--- src/rtl/somador_pkg.sv ---
// Shared types and helpers for the serial adder/subtractor (somador_serial).
package somador_pkg;

    typedef enum logic [1:0] {
        IDLE = 2'd0,
        RUN  = 2'd1,
        DONE = 2'd2
    } state_t;

    localparam logic OP_ADD = 1'b0;
    localparam logic OP_SUB = 1'b1;

    // Digit counter width: enough to count WIDTH/DIGIT digits, never below 1 bit.
    function automatic int unsigned cnt_width(input int unsigned width, input int unsigned digit);
        int unsigned n;
        n = width / digit;
        if (n <= 1) begin
            return 1;
        end
        return 32'($clog2(n));
    endfunction

endpackage

--- src/rtl/somador_digito.sv ---
// DIGIT-bit combinational ripple-carry slice; B arrives already complemented for subtraction.
module somador_digito #(
    parameter int unsigned DIGIT = 1
) (
    input  logic [DIGIT-1:0] a,
    input  logic [DIGIT-1:0] b,
    input  logic             cin,
    output logic [DIGIT-1:0] sum,
    output logic             cout,
    output logic             cmsb
);

    logic [DIGIT:0] c;

    // Ripple chain of full adders, LSB first.
    always_comb begin
        c    = '0;
        sum  = '0;
        c[0] = cin;
        for (int i = 0; i < DIGIT; i++) begin
            sum[i]   = a[i] ^ b[i] ^ c[i];
            c[i + 1] = (a[i] & b[i]) | (c[i] & (a[i] ^ b[i]));
        end
    end

    assign cout = c[DIGIT];
    assign cmsb = c[DIGIT-1];

endmodule

--- src/rtl/somador_serial.sv ---
// Multi-cycle WIDTH-bit adder/subtractor, DIGIT bits per clock through one slice.
// Optional zero flag output enabled by defining SOMADOR_SERIAL_ZERO_FLAG_EN.
module somador_serial
    import somador_pkg::*;
#(
    parameter int unsigned WIDTH = 8,
    parameter int unsigned DIGIT = 1
) (
    input  logic             clk,
    input  logic             rst_n,
    input  logic             start,
    input  logic             sub,
    input  logic [WIDTH-1:0] a,
    input  logic [WIDTH-1:0] b,
    output logic             ready,
    output logic             busy,
    output logic             done,
    output logic [WIDTH-1:0] result,
    output logic             cout,
    output logic             overflow
`ifdef SOMADOR_SERIAL_ZERO_FLAG_EN
    ,
    output logic             zero
`endif
);

    localparam int unsigned NDIG = WIDTH / DIGIT;
    localparam int unsigned CW   = cnt_width(WIDTH, DIGIT);

    // Reject illegal parameter combinations at elaboration.
    if ((WIDTH < 2) || (DIGIT == 0) || ((WIDTH % DIGIT) != 0)) begin : g_param_err
        $error("somador_serial: WIDTH must be >= 2 and divisible by DIGIT");
    end

    state_t           state;
    state_t           state_nxt;
    logic [CW-1:0]    cnt;
    logic [WIDTH-1:0] sa;
    logic [WIDTH-1:0] sb;
    logic             carry;
    logic [DIGIT-1:0] dsum;
    logic             dcout;
    logic             dcmsb;
    logic             accept_c;
    logic             last_c;

    somador_digito #(
        .DIGIT (DIGIT)
    ) u_digito (
        .a    (sa[DIGIT-1:0]),
        .b    (sb[DIGIT-1:0]),
        .cin  (carry),
        .sum  (dsum),
        .cout (dcout),
        .cmsb (dcmsb)
    );

    // Next-state decode and start acceptance.
    always_comb begin
        state_nxt = state;
        accept_c  = 1'b0;
        last_c    = 1'b0;
        unique case (state)
            IDLE: begin
                if (start) begin
                    accept_c  = 1'b1;
                    state_nxt = RUN;
                end
            end
            RUN: begin
                if (cnt == CW'(NDIG - 1)) begin
                    last_c    = 1'b1;
                    state_nxt = DONE;
                end
            end
            DONE: begin
                state_nxt = IDLE;
            end
            default: begin
                state_nxt = IDLE;
            end
        endcase
    end

    // State register with registered handshake outputs.
    always_ff @(posedge clk or negedge rst_n) begin
        if (!rst_n) begin
            state <= IDLE;
            ready <= 1'b1;
            busy  <= 1'b0;
            done  <= 1'b0;
        end else begin
            state <= state_nxt;
            ready <= (state_nxt == IDLE);
            busy  <= (state_nxt == RUN);
            done  <= (state_nxt == DONE);
        end
    end

    // Operand capture, digit-serial shifting and final flag capture.
    always_ff @(posedge clk or negedge rst_n) begin
        if (!rst_n) begin
            sa       <= '0;
            sb       <= '0;
            carry    <= 1'b0;
            cnt      <= '0;
            result   <= '0;
            cout     <= 1'b0;
            overflow <= 1'b0;
`ifdef SOMADOR_SERIAL_ZERO_FLAG_EN
            zero     <= 1'b0;
`endif
        end else if (accept_c) begin
            sa    <= a;
            sb    <= (sub == OP_ADD) ? b : ~b;
            carry <= (sub == OP_SUB);
            cnt   <= '0;
`ifdef SOMADOR_SERIAL_ZERO_FLAG_EN
            zero  <= 1'b0;
`endif
        end else if (state == RUN) begin
            sa     <= sa >> DIGIT;
            sb     <= sb >> DIGIT;
            carry  <= dcout;
            cnt    <= cnt + CW'(1);
            result <= (result >> DIGIT) | (WIDTH'(dsum) << (WIDTH - DIGIT));
            if (last_c) begin
                cout     <= dcout;
                overflow <= dcmsb ^ dcout;
            end
`ifdef SOMADOR_SERIAL_ZERO_FLAG_EN
            // Accumulates "any bit set"; flipped to a zero flag on the last digit.
            if (last_c) begin
                zero <= ~(zero | (|dsum));
            end else begin
                zero <= zero | (|dsum);
            end
`endif
        end
    end

endmodule

--- config.mk ---
export PLATFORM = sky130hd
export DESIGN_NAME = somador_serial
export DESIGN_NICKNAME = d
export VERILOG_FILES = /design/src/rtl/somador_pkg.sv /design/src/rtl/somador_digito.sv /design/src/rtl/somador_serial.sv
export SDC_FILE = /design/constraint.sdc
export NUM_CORES = 1
export LEC_CHECK = 0
export BUFFER_PORTS_ARGS = -buffer_cell sky130_fd_sc_hd__buf_2
export CAP_MARGIN = 20
export CORE_ASPECT_RATIO = 0.7
export CORE_MARGIN = 2
export CORE_UTILIZATION = 25
export CTS_CLUSTER_SIZE = 30
export DETAILED_ROUTE_END_ITERATION = 10
export GPL_ROUTABILITY_DRIVEN = 0
export GPL_TIMING_DRIVEN = 0
export PLACE_DENSITY_LB_ADDON = 0.15
export SLEW_MARGIN = 25
export SYNTH_ARGS = -nofsm -noshare
export SYNTH_HDL_FRONTEND = slang
export SYNTH_SLANG_ARGS = --single-unit
--- constraint.sdc ---
create_clock -name clk -period 1.5 [get_ports clk]
set_input_delay 0.15 -clock clk [delete_from_list [all_inputs] [get_ports clk]]
set_output_delay 0.15 -clock clk [all_outputs]
set_load 0.02 [all_outputs]
==> flow_metrics.env, run 1 <==
export IMPL_run_status="finished, final reports clean"
export IMPL_grt_pass1_vias=1250
export IMPL_port_buffers=31
export IMPL_cp_data_required_time_ns=1.67
export IMPL_ys_types=25
export IMPL_vias_per_cell=4.30
export IMPL_num_antenna_cells=0
export IMPL_cts_sinks=35
export IMPL_vias=1139
export IMPL_cts_buffers=5
export IMPL_wl_per_cell_microns=12.6
export IMPL_critPathKind="flop to flop"
export IMPL_num_io_pins=33
export IMPL_grt_first_pass_wirelength_microns=5930
export IMPL_cts_setup_buffers=0
export IMPL_grt_start_max_net_pins=36
export IMPL_finalHoldViolCount=0
export IMPL_synth_seq_cells=35
export IMPL_grtUsageTotal=0.112
export IMPL_root_buffer="clkbuf_8"
export IMPL_peakVddDrop_v=0.000480
export IMPL_core_sq_um=5780
export IMPL_pre_cts_slack_ns=0.0197
export IMPL_syn_area_per_cell_sq_um=10.1
export IMPL_clk_latency_ns=0.28
export IMPL_synthesis_nets=173
export IMPL_path_clk_slew_ns=0.07
export IMPL_syn_area_sq_um=1510
export IMPL_clockBufferDepth=2
export IMPL_setup_viol=0
export IMPL_areaGrowthSynthToFinish_pct=23.0
export IMPL_yosys_warnings=0
export IMPL_p_per_area_nw_per_um2=2050
export IMPL_layout_setup_ws_ns=0.0657
export IMPL_worst_path_max_fanout=5
export IMPL_postLayoutCoreUtil=0.322
export IMPL_p_leak_uw=0.000915
export IMPL_synth_compound_area_frac=0.106
export IMPL_die_area_sq_um=6700
export IMPL_start_kind="flop"
export IMPL_synth_top_family_by_area="simple AND/OR/NAND/NOR gates"
export IMPL_fp_dieH_microns=69.1
export IMPL_p_total_uw=3820
export IMPL_timing_final_crit_share=0.956
export IMPL_stdcell_area_sq_um=1860
export IMPL_grt_overflow_total=0
export IMPL_ys_seq_area_frac=0.579
export IMPL_postRouteAntennaNets=0
export IMPL_final_cell_mix="47 x nand2_1, 35 x buf_2, 34 x dfrtp_1, 13 x nor2_1, 9 x xnor2_1"
export IMPL_skew_ns=0.00457
export IMPL_drv_cap=0
export IMPL_synth_xor_area_frac=0.0521
export IMPL_final_min_clock_period_ns=1.43
export IMPL_rows=23
export IMPL_drc=0
export IMPL_min_path_type="primary input to flop"
export IMPL_drt_pass1_iter_count=4
export IMPL_setup_tns_ns=0
export IMPL_synth_simple_area_share=0.189
export IMPL_relSlewSlack=0.472
export IMPL_max_freq_mhz=697
export IMPL_drv_slew=0
export IMPL_layout_commonest_cell="nand2_1"
export IMPL_synth_mux_area_frac=0.00744
export IMPL_worstSetupEndpointType="flop"
export IMPL_start_util=0.262
export IMPL_antenna_found_initial=0
export IMPL_synth_adder_area_share=0.0298
export IMPL_drive_above_1_share=0.253
export IMPL_layout_nets=212
export IMPL_dpl_hpwl_microns=2390
export IMPL_die_x_microns=97.0
export IMPL_crit_arrival_ns=1.60
export IMPL_placed_area_sq_um=1760
export IMPL_tightest_slew_ns=0.791
export IMPL_htreeDepth=2
export IMPL_wl_microns=3340
export IMPL_drtIter0Drc=41
export IMPL_netlist_instances=150
export IMPL_cts_tree="yes"
==> cell usage after synthesis <==
library cell	count	area, sq um
a21oi_1	2	10.0
a31oi_1	6	37.5
a221o_1	7	70.1
ha_1	2	25.0
buf_6	1	11.3
buf_2	5	25.0
nor2b_1	1	6.26
o21ai_0	2	10.0
nor2_1	13	48.8
nand2b_1	1	6.26
nand3_1	4	20.0
xnor2_1	9	78.8
dfrtp_1	34	851
o21ai_1	2	10.0
dfstp_2	1	26.3
a22oi_1	2	15.0
and2_1	2	12.5
o21bai_1	1	7.51
mux2_1	1	11.3
clkbuf_1	3	11.3
nand2_1	47	176
fa_1	1	20.0
or3b_1	1	8.76
buf_4	1	7.51
nor3b_1	1	7.51
==> per-layer routing <==
layer,GRT usage,part of all wire
met5,0,0
met1,0.148,0.49
met2,0.165,0.43
met4,0.0516,0.020
met3,0.0365,0.056
==> cell families after synthesis <==
kind of cell	Yosys count
and+or+nand+nor	70
xor gates and xnor gates	9
adders and majority gates	3
AOI/OAI and AO/OA	22
DFF	35
muxes	1
buffers and inverters	10
==> final cells by class <==
class | instances | area [sq um]
Fill cell | 611 | 3920
Sequential cell | 35 | 877
Multi-Input combinational cell | 105 | 584
Timing Repair Buffer | 32 | 165
Tap cell | 75 | 93.8
Clock buffer | 5 | 68.8
Buffer | 10 | 57.6
Clock inverter | 3 | 15.0
==> state kept, by name, indices dropped and copies added, names as in the netlist <==
| signal | count |
|---|---|
| overflow | 1 |
| cout | 1 |
| ready | 1 |
| carry | 1 |
| state | 2 |
| done | 1 |
| busy | 1 |
| sa | 8 |
| cnt | 3 |
| result | 8 |
| sb | 8 |
==> power by group <==
group / internal [uW] / switching, uW / total [uW]
Clock: 317 / 328 / 645
Sequential: 1370 / 254 / 1620
Combinational: 611 / 945 / 1560
==> worst paths after layout <==
path                       startpoint         to  slack, ns  cells past startpoint
hold reg to reg             result[0]  result[0]       0.47                      2
hold / removal                   a[7]      sa[7]       0.08                      3
min in group asynchronous       rst_n      sb[3]       0.49                      2
setup reg to reg               cnt[0]       cout       0.07                      4
setup / recovery               cnt[0]       cout       0.07                      4
max in group asynchronous       rst_n       busy       0.51                      2
==> worst max-delay path, stage by stage (launching register included) <==
cell	delay, ns
dfrtp_1	0.40
ha_1	0.21
ha_2	0.21
and2_1	0.18
mux2_1	0.32
==> through the flow <==
| step | hold slack (ns) | std cells |
|---|---|---|
| 2_1_floorplan | -0.146 | 150 |
| 3_3_place_gp | 0.264 | 256 |
| 3_5_place_dp | 0.275 | 256 |
| 4_1_cts | 0.0700 | 265 |
| 5_1_grt | 0.0818 | 265 |
| 6_report | 0.0768 | 265 |
==> timing repair <==
action / CTS / global route
hold endpoints to repair: 34 / 0
hold buffers: 1 / 0
setup endpoints to repair: 0 / 2
gates resized for setup: 0 / 2
No activity file was read; power rests on OpenSTA's default activity.
==> run 2: changes to the inputs <==
ABC_AREA = 1   (was not set)
==> flow_metrics.env, run 2 <==
export IMPL_run_status="finished, final reports clean"
export IMPL_dpl_hpwl_microns=2520
export IMPL_crit_arrival_ns=1.48
export IMPL_synth_top_family_by_area="simple AND/OR/NAND/NOR gates"
export IMPL_max_stage_delay_ns=0.49
export IMPL_ys_seq_area_frac=0.533
export IMPL_synth_commonest_cells="101 x nand2_1, 34 x dfrtp_1, 17 x nand3_1, 13 x inv_1, 8 x o21ai_0"
export IMPL_placed_area_sq_um=1900
export IMPL_vias_per_cell=4.22
export IMPL_synth_simple_area_share=0.332
export IMPL_p_per_area_nw_per_um2=1860
export IMPL_grt_start_max_net_pins=36
export IMPL_ys_types=20
export IMPL_worst_path_max_fanout=3
export IMPL_cts_buffers=5
export IMPL_layout_commonest_cell="nand2_1"
export IMPL_core_sq_um=6310
export IMPL_netlist_instances=203
export IMPL_cp_common_cell="nand2_1"
export IMPL_grt_first_pass_wirelength_microns=6300
export IMPL_timing_final_crit_share=0.874
export IMPL_skew_ns=0.00432
export IMPL_syn_area_per_cell_sq_um=8.11
export IMPL_p_leak_uw=0.00110
export IMPL_path_clk_slew_ns=0.07
export IMPL_relSlewSlack=0.463
export IMPL_drive_above_1_share=0.210
export IMPL_ys_flop_type="dfrtp_1"
export IMPL_final_min_clock_period_ns=1.31
export IMPL_rows=24
export IMPL_stdcell_area_sq_um=1990
export IMPL_placed_cells=312
export IMPL_worstSetupEndpointType="flop"
export IMPL_max_freq_mhz=762
export IMPL_critPathKind="flop to flop"
export IMPL_synth_edff_count=0
export IMPL_cp_slowest_cell="fa_1"
export IMPL_syn_area_sq_um=1650
export IMPL_wl_microns=3630
export IMPL_rsz0062_at_grt="false"
export IMPL_num_io_pins=33
export IMPL_areaGrowthSynthToFinish_pct=20.9
export IMPL_drc=0
export IMPL_grt_overflow_total=0
export IMPL_synth_seq_cells=35
export IMPL_grt_pass1_vias=1315
export IMPL_min_path_type="primary input to flop"
export IMPL_cp_data_required_time_ns=1.67
export IMPL_synth_top_area_frac=0.517
export IMPL_layout_cells_non_filler=321
export IMPL_crit_chain="fa_1 -> xor2_1 -> nand2_1 -> nand2_1"
export IMPL_final_cell_mix="101 x nand2_1, 37 x buf_2, 34 x dfrtp_1, 17 x nand3_1, 13 x inv_1"
export IMPL_cts_sinks=35
export IMPL_setup_viol=0
export IMPL_setup_tns_ns=0
export IMPL_port_buffers=31
export IMPL_synthArstFlopShare=1.00
export IMPL_drv_cap=0
export IMPL_synth_largest_area_cell="dfrtp_1"
export IMPL_synth_adder_area_share=0.0274
export IMPL_postRouteAntennaNets=0
export IMPL_synth_compound_area_frac=0.0388
export IMPL_finalHoldViolCount=0
export IMPL_peakVddDrop_v=0.000428
export IMPL_root_buffer="clkbuf_8"
export IMPL_yosys_warnings=0
export IMPL_start_kind="flop"
export IMPL_largestRegisters="result x8, sa x8, sb x8"
export IMPL_vias=1355
export IMPL_wl_per_cell_microns=11.3
export IMPL_fp_dieH_microns=71.9
export IMPL_synth_most_common_cell="nand2_1"
export IMPL_antenna_found_initial=0
export IMPL_grtUsageTotal=0.113
export IMPL_tightest_slew_ns=0.805
export IMPL_clk_latency_ns=0.28
export IMPL_drt_pass1_iter_count=4
export IMPL_num_antenna_cells=0
export IMPL_layout_nets=265
export IMPL_synth_xor_area_frac=0.0106
export IMPL_die_x_microns=101
export IMPL_drv_slew=0
export IMPL_start_util=0.261
export IMPL_htreeDepth=2
export IMPL_die_area_sq_um=7260
export IMPL_drtIter0Drc=41
export IMPL_p_total_uw=3700
export IMPL_synth_area_leaders="dfrtp_1 52%, nand2_1 23%, nand3_1 5.2%"
export IMPL_clockBufferDepth=2
export IMPL_cts_tree="yes"
export IMPL_synth_mux_area_frac=0
export IMPL_synthesis_nets=226
export IMPL_timing_hold_ws_ns=0.0671
## run 2: cell count changes after synthesis, moves of 3 or more
cell,change
xnor2_1,-9
a31oi_1,-6
a221o_1,-7
nand3b_1,+6
o21ai_0,+6
nor2_1,-11
clkbuf_1,-3
nand2_1,+54
nand3_1,+13
inv_1,+13
## run 2: final cells by class
type | instances | area, sq um
buffer | 7 | 37.5
clock buffer | 7 | 76.3
clock inverter | 1 | 5.00
fill | 704 | 4320
inverter | 15 | 58.8
multi-input combinational | 146 | 672
sequential | 35 | 877
tap | 78 | 97.6
timing repair buffer | 32 | 165
## run 2: repair_timing
item / CTS / global route
hold endpoints to repair: 34 / 0
endpoints found under the setup margin: 0 / 0
buffers inserted: 0 / 0
resized for setup: 0 / 0
hold buffers: 1 / 0
## run 2: worst max-delay path: cells and delay by family (launching register included)
kind | cells | cell delay [ns]
AND/OR/NAND/NOR | 2 | 0.10
XOR/XNOR | 1 | 0.18
flip-flops | 1 | 0.43
adder cells (fa/ha/maj) | 1 | 0.49
## run 2: layer usage
metal,up-vias,share of wire,GRT usage
li1,709,-,-
met3,5,0.049,0.0400
met2,31,0.37,0.156
met5,-,0,0
met1,610,0.57,0.166
met4,0,0.010,0.0315
## run 2: cell families after synthesis
kind of cell / Yosys count
compound gates: 12
flops: 35
fa+ha+maj: 3
simple gates: 129
buf+inv: 22
xor+xnor: 2
## run 2: where the power goes
group	switching (uW)	internal, uW
clock network	332	326
logic	969	527
registers	212	1340
## run 2: path summary, 6_finish.rpt
check	startpoint	endpoint	slack, ns	depth (start not counted)
setup reg to reg	carry	overflow	0.19	4
max in group asynchronous	rst_n	sa[7]	0.50	2
min in group asynchronous	rst_n	result[4]	0.49	2
hold / removal	a[7]	sa[7]	0.07	3
hold reg to reg	sa[6]	sa[6]	0.48	2
setup / recovery	carry	overflow	0.19	4
## run 2: per-stage QoR
step	worst slack, ns	utilization
floorplan	0.258	-
global placement	0.195	0.301
detailed placement	0.191	0.301
CTS	0.175	0.315
global route	0.00782	0.315
finish	0.189	0.315
